File: src/rtl/lab1_pkg.sv
// Shared types and constants for the Lab1 equivalence checker.
// The agreement test lives here so every block uses the same definition.
package lab1_pkg;

   localparam int NUM_VEC = 16;
   localparam int VEC_W   = 4;
   localparam int ERR_W   = 5;

   typedef enum logic [1:0] {
      IDLE = 2'd0,
      RUN  = 2'd1,
      DONE = 2'd2
   } state_e;

   function automatic logic outputs_agree(input logic [2:0] f);
      return (f[0] == f[1]) && (f[1] == f[2]);
   endfunction

endpackage

File: src/rtl/lab1_vec_sequencer.sv
// Walks abcd through 0..15, holding each vector SETTLE_CYCLES cycles and
// flagging the final cycle of each hold as the sample point.
module lab1_vec_sequencer
   import lab1_pkg::*;
#(
   parameter int SETTLE_CYCLES = 4
) (
   input  logic             clk,
   input  logic             rst_n,
   input  logic             load_i,
   input  logic             run_i,
   output logic [VEC_W-1:0] abcd_o,
   output logic             sample_en_o,
   output logic             last_vec_o
);

   localparam logic [7:0] RELOAD = 8'(SETTLE_CYCLES - 1);

   logic [VEC_W-1:0] vec_q, vec_d;
   logic [7:0]       cnt_q, cnt_d;

   // NOTE: every variable gets its default first so no path leaves it unassigned (no latch).
   always_comb begin
      vec_d = vec_q;
      cnt_d = cnt_q;
      if (load_i) begin
         vec_d = '0;
         cnt_d = RELOAD;
      end else if (run_i) begin
         if (cnt_q != 8'd0) begin
            cnt_d = cnt_q - 8'd1;
         end else if (!last_vec_o) begin
            vec_d = vec_q + VEC_W'(1);
            cnt_d = RELOAD;
         end
      end
   end

   // NOTE: sequential state uses non-blocking assignments only.
   always_ff @(posedge clk or negedge rst_n) begin
      if (!rst_n) begin
         vec_q <= '0;
         cnt_q <= 8'd0;
      end else begin
         vec_q <= vec_d;
         cnt_q <= cnt_d;
      end
   end

   assign abcd_o      = vec_q;
   assign sample_en_o = run_i && (cnt_q == 8'd0);
   assign last_vec_o  = (vec_q == VEC_W'(NUM_VEC - 1));

endmodule

File: config.mk
export PLATFORM = sky130hd
export DESIGN_NAME = lab1_vec_sequencer
export DESIGN_NICKNAME = d
export VERILOG_FILES = /design/src/rtl/lab1_pkg.sv /design/src/rtl/lab1_vec_sequencer.sv
export SDC_FILE = /design/constraint.sdc
export NUM_CORES = 1
export LEC_CHECK = 0
export CAP_MARGIN = 5
export CORE_AREA = 2 2 41 43
export DETAILED_ROUTE_END_ITERATION = 16
export DIE_AREA = 0 0 43 45
export PLACE_DENSITY = 0.79
export SKIP_CTS_REPAIR_TIMING = 1
export SLEW_MARGIN = 25
export SYNTH_ARGS = -nofsm -noshare
export SYNTH_HDL_FRONTEND = slang
export SYNTH_SLANG_ARGS = --single-unit
File: constraint.sdc
create_clock -name clk -period 3.7 [get_ports clk]
set_input_delay 0.74 -clock clk [delete_from_list [all_inputs] [get_ports clk]]
set_output_delay 0.74 -clock clk [all_outputs]
set_load 0.05 [all_outputs]
==> results.yml <==
cells_and_area:
  drive_gt1_frac: 0.0968
  multi_input_area_um2: 432
  final_util: 0.605
  area_delta_synth_final_pct: 15.4
  fin_nets: 102
  fin_cells: 109
  antenna_cells: 0
  fillers: 133
  seq_area_um2: 300
grt:
  gr-usage-all-layers: 0.206
  grt_max_degree: 13
  first_global_vias: 669
  overflow: 0
  grt_pass1_wl_mm: 2.94
  antenna_found_initial: 0
worst_setup_path:
  worst_setup_path_start_kind: "input pin"
  end_kind: "output port"
  critPathKind: "input pin to output port"
  critPathArrivalTime_ps: 2420
  worstPathMaxFanout: 8
  cp.required_ps: 2960
floorplan:
  die_x_um: 43
  floorplan.initialDensity: 0.525
  rows: 14
  die_y_um: 45
  die_area_mm2: 0.00194
  core_mm2: 0.00147
  ioPinCount: 10
logic_synthesis:
  synth_top_family_by_area: "compound AO/OA/AOI/OAI gates"
  synthesis.area_um2: 772
  yosys.area.top_type_share: 0.389
  synthFlopType: "dfrtp_1"
  synth_edf_count: 0
  ys_warn_count: 0
  synth_xor_area_frac: 0
  ys_seq_area_frac: 0.389
  synth_mux_area_frac: 0.0389
  async_reset_ff_frac: 1.00
  yosysTopAreaCell: "dfrtp_1"
  synth_area_per_cell_um2: 9.19
  synth_fp_nets: 91
  synth-compound-area-share: 0.250
  synth.area.top_cells: "dfrtp_1 (39%), ha_1 (4.9%), a21oi_1 (3.9%)"
  synth_cell_type_count: 33
  synthAdderAreaFrac: 0.0486
  synth-simple-area-share: 0.222
  syn_inst: 84
  ys_seq_elements: 12
routing:
  dr.first_iter.drc_count: 5
  drt-pass1-iter-count: 4
  drc_errors: 0
  routed_wirelength_mm: 1.65
  vias_per_cell: 6.39
  vias: 697
  drtAntennaViolNets: 0
  routedWlPerCell_um: 15.2
pwr:
  power.share.clock: 0.249
  comb_power_share: 0.265
  pwr-share-seq: 0.486
  power.internal_w: 0.000210
  p_sw_frac: 0.331
  p_switching_w: 0.000104
  p_per_area_mw_per_mm2: 353
  power.leakage_nw: 0.377
  irDropWorstVdd_v: 0.000250
cts:
  cts-htree-levels: 1
  clkTransAtPathRegs_ps: 70
  cts-root-buf: "clkbuf_4"
  cts_tree: "built"
  insertion_delay_ps: 270
  cts_num_sinks: 12
  cts.path.max_buffers: 2
  cts_buffers: 3
hold_path:
  hold_class: "flop to flop"
sta:
  final-setup-viol-count: 0
  timing.fmax_mhz: 317
  worstMarginPinSlew_ps: 826
  drv_slew: 0
  rsz0062_at_grt: "false"
  clock_skew_ps: 3.77
  finalHoldViolCount: 0
  setup_ws_ps: 543
  layout_min_cycle_time_ps: 3160
  timing.setup.tns_ps: 0
  holdWs_ps: 571
  finalCritPeriodShare: 0.853
  max_slew_margin: 0.442
place:
  portBuffers: 9
  dp_cells: 106
  place_congestion: 0.867
  place_ws_ps: 562
  dp_hpwl_mm: 1.21
status:
  status: "completed"
job:
  cap_violations: 0
-- power groups by stage --
stage / registers, W / logic (W) / clock network, W
after floorplan: 0.000165 / 0.0000477 / 0
after global placement: 0.000154 / 0.0000819 / 0
after detailed placement: 0.000155 / 0.0000833 / 0
after CTS: 0.000152 / 0.0000837 / 0.0000804
after global routing: 0.000154 / 0.0000927 / 0.0000848
final: 0.000153 / 0.0000833 / 0.0000783
-- placed cells by master (no fill, tap or decap) --
master,netlist,final
or3b_2,1,1
a21oi_2,2,2
nand4b_1,1,1
o211ai_1,1,1
o21ai_0,4,4
nand4_1,1,1
or3_1,4,4
nor2b_1,1,1
a21oi_1,6,6
nand3_1,5,5
a211o_1,1,1
nor3b_1,1,1
and3_1,1,1
a41oi_1,1,1
ha_1,3,3
o31a_1,1,1
nor4_2,1,1
a22o_1,1,1
o21ai_4,1,1
o21ai_1,1,1
o2111ai_1,3,3
clkbuf_4,0,3
nor2_1,3,3
mux2i_1,3,3
nand2_1,7,7
a32o_1,2,2
dfrtp_1,12,12
clkdlybuf4s50_1,0,9
nor3_1,2,2
nand2b_1,1,1
or4_4,1,1
inv_1,7,7
a21o_1,2,2
-- critical path, cell delays in order --
cell	delay [ps]
clkdlybuf4s50_1	670
and3_1	210
clkdlybuf4s50_1	790
-- registers in the layout, indices dropped and copies added (netlist names) --
register / cells
abcd_o: 4
cnt_q: 8
-- final cells by class --
cell class / instances / area share
inverters: 7 / 0.0295
multi-input cells: 62 / 0.485
flip-flops and latches: 12 / 0.337
repair buffers: 9 / 0.101
clock buffers: 3 / 0.0253
well taps: 16 / 0.0225
-- cell families (layout without fill, tap and decap cells) --
kind of cell	count (synthesis)	after routing
buffers and inverters	10	19
muxes	3	3
and+or+nand+nor	30	30
adders and majority gates	3	3
AOI/OAI and AO/OA	26	26
DFF	12	12
-- routing by layer --
metal	up-vias	track usage	wire [um]
li1	333	-	-
met1	342	0.258	774
met2	17	0.342	759
met3	5	0.0320	79
met4	0	0.115	39
met5	-	0	0
-- Yosys cell counts (all sizes together) (2+ instances only) --
master / number
nor2: 3
dfrtp: 12
ha: 3
nor3: 2
or3: 4
buf: 2
nand2: 7
nand3: 5
a32o: 2
inv: 7
a21o: 2
o21ai: 6
mux2i: 3
o2111ai: 3
a21oi: 8
-- per-stage QoR --
step | instance area (um^2) | power (W)
3_5_place_dp | 868 | 0.000238
6_report | 891 | 0.000314
3_3_place_gp | 868 | 0.000236
2_1_floorplan | 772 | 0.000213
5_1_grt | 891 | 0.000332
4_1_cts | 891 | 0.000317
-- path summary, 6_finish.rpt --
check                           from           to  slack [ps]  cells after the start
setup / recovery               run_i  sample_en_o         540                      3
hold / removal             abcd_o[1]    abcd_o[1]         570                      2
setup reg to reg            cnt_q[0]    abcd_o[3]        1580                      6
hold reg to reg            abcd_o[1]    abcd_o[1]         570                      2
max in group asynchronous      rst_n    abcd_o[2]        2530                      1
min in group asynchronous      rst_n     cnt_q[2]         820                      1
(Power assumes the default switching activity.)
